===== src/rtl/cva5_config.sv =====
// Shared build-time configuration constants for the cva5 core slice.
package cva5_config;
  localparam int unsigned LOG2_MAX_IDS       = 3;
  localparam int unsigned PHYS_ADDR_W        = 6;
  localparam int unsigned MAX_WB_UNITS       = 8;
  localparam int unsigned DEFAULT_WB_UNITS   = 4;
endpackage


===== src/rtl/wb_arbiter_pkg.sv =====
// Helpers local to the writeback arbiter.
package wb_arbiter_pkg;
  // Modular add for a < n and b < n, avoiding a divider for non-power-of-two n.
  function automatic int unsigned wrap_add(int unsigned a, int unsigned b, int unsigned n);
    int unsigned s;
    s = a + b;
    return (s >= n) ? s - n : s;
  endfunction
endpackage


===== src/rtl/cva5_types.sv =====
// Shared cva5 datapath types used across the writeback path.
package cva5_types;
  import cva5_config::*;

  typedef logic [LOG2_MAX_IDS-1:0] id_t;
  typedef logic [PHYS_ADDR_W-1:0]  phys_addr_t;

  typedef struct packed {
    id_t         id;
    phys_addr_t  phys_addr;
    logic        valid;
    logic [31:0] data;
  } wb_packet_t;
endpackage


===== src/rtl/wb_arbiter_if.sv =====
// Execution-unit / register-file side of the writeback arbiter.
interface wb_arbiter_if
  import cva5_types::*;
#(
  parameter int unsigned NUM_UNITS = cva5_config::DEFAULT_WB_UNITS
);
  logic [NUM_UNITS-1:0]                 unit_done;
  id_t [NUM_UNITS-1:0]                  unit_id;
  phys_addr_t [NUM_UNITS-1:0]           unit_phys_addr;
  logic [NUM_UNITS-1:0][31:0]           unit_data;
  logic                                 writeback_supress;
  logic [NUM_UNITS-1:0]                 unit_ack;
  wb_packet_t                           wb;

  modport master (
    input  unit_done, unit_id, unit_phys_addr, unit_data, writeback_supress,
    output unit_ack, wb
  );

  modport slave (
    output unit_done, unit_id, unit_phys_addr, unit_data, writeback_supress,
    input  unit_ack, wb
  );
endinterface


===== src/rtl/wb_rr_grant.sv =====
// Round-robin search: first request at or after ptr, wrapping; one-hot grant plus index.
module wb_rr_grant
  import wb_arbiter_pkg::*;
#(
  parameter  int unsigned NUM_UNITS = 4,
  localparam int unsigned IDX_W     = $clog2(NUM_UNITS)
) (
  input  logic [NUM_UNITS-1:0] requests,
  input  logic [IDX_W-1:0]     ptr,
  output logic [NUM_UNITS-1:0] grant,
  output logic [IDX_W-1:0]     idx
);
  logic             found;
  logic [IDX_W-1:0] cand;

  always_comb begin
    grant = '0;
    idx   = '0;
    found = 1'b0;
    cand  = '0;
    for (int unsigned i = 0; i < NUM_UNITS; i++) begin
      cand = IDX_W'(wrap_add(32'(ptr), i, NUM_UNITS));
      if (!found && requests[cand]) begin
        found       = 1'b1;
        grant[cand] = 1'b1;
        idx         = cand;
      end
    end
  end
endmodule


===== src/rtl/wb_arbiter.sv =====
// Round-robin arbiter sharing one registered writeback port among NUM_UNITS execution units.
module wb_arbiter
  import cva5_types::*;
  import wb_arbiter_pkg::*;
#(
  parameter int unsigned NUM_UNITS = cva5_config::DEFAULT_WB_UNITS
) (
  input logic         clk,
  input logic         rst,
  wb_arbiter_if.master bus
);
  localparam int unsigned IDX_W = $clog2(NUM_UNITS);

  logic [NUM_UNITS-1:0] requests;
  logic [NUM_UNITS-1:0] grant;
  logic [IDX_W-1:0]     grant_idx;
  logic [IDX_W-1:0]     ptr;
  logic [IDX_W-1:0]     ptr_next;
  logic                 granted;
  wb_packet_t           wb_q;
  wb_packet_t           wb_next;

  // Reset and suppression both mask every request so no ack can escape.
  assign requests = (rst || bus.writeback_supress) ? '0 : bus.unit_done;

  wb_rr_grant #(.NUM_UNITS(NUM_UNITS)) u_rr_grant (
    .requests (requests),
    .ptr      (ptr),
    .grant    (grant),
    .idx      (grant_idx)
  );

  always_comb begin
    granted       = |grant;
    ptr_next      = ptr;
    wb_next       = wb_q;
    wb_next.valid = 1'b0;
    if (granted) begin
      ptr_next          = IDX_W'(wrap_add(32'(grant_idx), 32'd1, NUM_UNITS));
      wb_next.id        = bus.unit_id[grant_idx];
      wb_next.phys_addr = bus.unit_phys_addr[grant_idx];
      wb_next.data      = bus.unit_data[grant_idx];
      wb_next.valid     = 1'b1;
    end
  end

  always_ff @(posedge clk) begin
    if (rst) begin
      ptr  <= '0;
      wb_q <= '0;
    end else begin
      ptr  <= ptr_next;
      wb_q <= wb_next;
    end
  end

  assign bus.unit_ack = grant;
  assign bus.wb       = wb_q;
endmodule

===== src/flat_wrapper.sv =====
// flat-port wrapper written by rule: the top's interface ports become plain ports
module wb_arbiter_flat import cva5_types::*; import wb_arbiter_pkg::*;
#(
  parameter int unsigned NUM_UNITS = cva5_config::DEFAULT_WB_UNITS
)
  (clk, rst, bus_unit_done, bus_unit_id, bus_unit_phys_addr, bus_unit_data, bus_writeback_supress, bus_unit_ack, bus_wb);
  wb_arbiter_if #(.NUM_UNITS(NUM_UNITS)) bus_i ();
  input logic clk;
  input logic rst;
  input wire logic [$bits(bus_i.unit_done)-1:0] bus_unit_done;
  input wire logic [$bits(bus_i.unit_id)-1:0] bus_unit_id;
  input wire logic [$bits(bus_i.unit_phys_addr)-1:0] bus_unit_phys_addr;
  input wire logic [$bits(bus_i.unit_data)-1:0] bus_unit_data;
  input wire logic [$bits(bus_i.writeback_supress)-1:0] bus_writeback_supress;
  output wire logic [$bits(bus_i.unit_ack)-1:0] bus_unit_ack;
  output wire logic [$bits(bus_i.wb)-1:0] bus_wb;
  assign bus_i.unit_done = bus_unit_done;
  assign bus_i.unit_id = bus_unit_id;
  assign bus_i.unit_phys_addr = bus_unit_phys_addr;
  assign bus_i.unit_data = bus_unit_data;
  assign bus_i.writeback_supress = bus_writeback_supress;
  assign bus_unit_ack = bus_i.unit_ack;
  assign bus_wb = bus_i.wb;
  wb_arbiter #(.NUM_UNITS(NUM_UNITS)) u_core (.clk(clk), .rst(rst), .bus(bus_i));
endmodule

===== config.mk =====
export PLATFORM = sky130hd
export DESIGN_NAME = wb_arbiter_flat
export DESIGN_NICKNAME = d
export VERILOG_FILES = /design/src/rtl/cva5_config.sv /design/src/rtl/wb_arbiter_pkg.sv /design/src/rtl/cva5_types.sv /design/src/rtl/wb_arbiter_if.sv /design/src/rtl/wb_rr_grant.sv /design/src/rtl/wb_arbiter.sv /design/src/flat_wrapper.sv
export SDC_FILE = /design/constraint.sdc
export NUM_CORES = 1
export LEC_CHECK = 0
export CORE_MARGIN = 8
export CORE_UTILIZATION = 41
export DETAILED_ROUTE_END_ITERATION = 10
export PLACE_DENSITY = 0.87
export SYNTH_ARGS = -nofsm -noshare
export SYNTH_HDL_FRONTEND = slang
export SYNTH_SLANG_ARGS = --single-unit

===== constraint.sdc =====
create_clock -name clk -period 5.9 [get_ports clk]
set_input_delay 0.885 -clock clk [delete_from_list [all_inputs] [get_ports clk]]
set_output_delay 0.885 -clock clk [all_outputs]
set_load 0.01 [all_outputs]

==> impl_metrics.tcl <==
set metrics [dict create \
    first_pass_iters 4 \
    clockBufferDepth 2 \
    cellLeakagePower_nw 2.238 \
    synthTopCellsByArea "mux2i_1 (35%), dfxtp_1 (24%), mux2_2 (13%)" \
    drt-vias-per-instance 5.202 \
    synth_top_cell_area_share_pct 35.31 \
    fin_cells 660 \
    grt_pass1_wl_um 18300 \
    outcome "finished clean" \
    relSlewSlack_pct 46.00 \
    clkLatencyLatePin_ns 0.29 \
    arrival_ns 3.86 \
    numPortBuffers 216 \
    cts_tree "yes" \
    n_antenna_cell 0 \
    syn_inst 353 \
    rows 34 \
    synth_seq_cells 44 \
    syn_nets 531 \
    rsz0062_at_grt "no" \
    powerDensity_nw_per_um2 334.4 \
    place_ws_ns 1.229 \
    fmax_ghz 0.2108 \
    ant_nets 0 \
    ys_seq_area_share_pct 24.28 \
    clkTransAtPathRegs_ns 0.09 \
    wirelength_um 12140 \
    gp_congestion 0.8671 \
    grt_max_degree 45 \
    core_area_um2 8636 \
    synthFlopType "dfxtp_1" \
    yosysTopAreaCell "mux2i_1" \
    drtIter0Drc 89 \
    grt_usage_pct 18.96 \
    path_cells "inv_1 > ha_1 > or3b_2 > o22a_1 > o31ai_1 > a221o_1 > clkdlybuf4s50_1" \
    worstMarginPinSlew_ns 0.8089 \
    post-cts-setup-buffers 0 \
    synth.yosys.warnings 0 \
    die_y_um 110.1 \
    min_path_type "reg -> reg" \
    cts_buffers 5 \
    syn_area_um2 3628 \
    setup_tns_ns 0 \
    fin_util_pct 68.34 \
    drv_cap 0 \
    cpPeakStageDelay_ns 0.86 \
    synth_cell_types 41 \
    layout-drive-gt1-share_pct 11.23 \
    criticalPathCategory "reg -> out" \
    min_period_over_period_pct 80.39 \
    setup_viol 0 \
    grt_antenna_before_repair 0 \
    area_delta_synth_final_pct 62.66 \
    vias 3433 \
    avgSynthCellArea_um2 10.28 \
    cts_root_buf "clkbuf_8" \
    ir_worst_vdd_uv 293.6 \
    crit_path_start_kind "flop" \
    die-area_um2 12120 \
    drc 0 \
    finalMaxSlewViolations 0 \
    wl_per_cell_um 18.39 \
    final_area_um2 5902 \
    dpl.hpwl_um 9924 \
    required_ns 5.02 \
    cp-end-kind "primary output" \
    gr-total-overflow 0 \
    path_max_fanout 21 \
    total_power_mw 1.974 \
    post_dp_cell_area_um2 5781 \
    nets 729 \
    cts.repair.resized 0 \
    dp_cells 652 \
    io_pins 217 \
    start_util_pct 42.02 \
    clock_skew_ns 0.006001 \
    finalHoldViolations 0 \
    cts_sinks 44 \
    critPathSlowestCell "dfxtp_1" \
    fin_crit_ns 4.743 \
    ctsHoldBuffers 0 \
    cts_max_level 2 \
    grt_pass1_vias 3747 \
    async_reset_ff_share_pct 0 \
    worst_slack_ns 1.157 \
    die-width_um 110.1 \
    synth_edf_count 0 \
    hold-worst-slack_ns 0.4779 \
]
routing by layer:
layer  vias up  GRT usage (%)  routed length (um)
met2       172          34.08                6008
met1      1570          20.12                4511
met4         0          5.786                 218
met5         -              0                   0
li1       1676              -                   -
met3        15          7.035                1401
cells by family (layout without fill, tap and decap cells):
family          Yosys count  in the layout  share of synthesized area (%)
buf+inv                  39            238                          6.862
simple gates             66             66                          11.45
mux                     172            172                          49.59
xor+xnor                  1              1                         0.2414
flops                    44             44                          24.28
compound gates           24             24                          5.173
fa+ha+maj                 7              7                          2.414
critical path: cells and delay by family, from the launching register on:
kind | cells | cell delay (ns)
adder cells (fa/ha/maj) | 1 | 0.60
AO/OA/AOI/OAI | 3 | 0.80
AND/OR/NAND/NOR | 1 | 0.49
buffers and inverters | 2 | 0.82
flip-flops | 1 | 0.86
placed cells by master (no fill, tap or decap), types with 2 or more instances in the layout:
master,count
clkdlybuf4s50_1,216
mux2i_1,128
dfxtp_1,44
nand2b_1,43
mux2_2,42
inv_1,9
ha_1,7
nand3_1,6
clkbuf_8,6
o31ai_1,5
buf_4,5
a221o_1,4
nor3b_1,3
nor2_1,3
mux4_2,2
a211oi_1,2
synth_stat cells (2+ instances only):
cell type / number
mux2i_1: 128
buf_12: 4
mux4_2: 2
clkbuf_1: 6
dfxtp_1: 44
mux2_2: 42
buf_2: 18
ha_1: 7
nor2_1: 3
nand2b_1: 43
a211oi_1: 3
nand3_1: 6
a221o_1: 4
inv_1: 9
o31ai_1: 5
nor3b_1: 3
buf_6: 2
final timing paths:
path / slack, ns / cells after the start / to / start
worst max-delay path: 1.16 / 7 / bus_unit_ack[0] / u_core.ptr[0]
worst min-delay path: 0.48 / 2 / u_core.bus.wb[7] / u_core.bus.wb[7]
worst max register to register: 1.92 / 9 / u_core.bus.wb[13] / u_core.ptr[0]
worst min register to register: 0.48 / 2 / u_core.bus.wb[7] / u_core.bus.wb[7]
layout make-up:
cell class	count	area, um2
Clock buffer	6	82.58
Clock inverter	2	38.79
Fill cell	687	2734
Inverter	9	33.78
Multi-Input combinational cell	270	2531
Sequential cell	44	880.8
Tap cell	108	135.1
Timing Repair Buffer	221	2200
sequential cells by signal, summed over array words and instances (netlist names):
name,flops
u_core.bus.wb,42
u_core.ptr,2
report_power, final:
part / switching [mW] / internal (mW)
registers: 0.0848 / 0.415
clock network: 0.107 / 0.139
logic: 0.546 / 0.682
No activity file was read; power rests on OpenSTA's default activity.
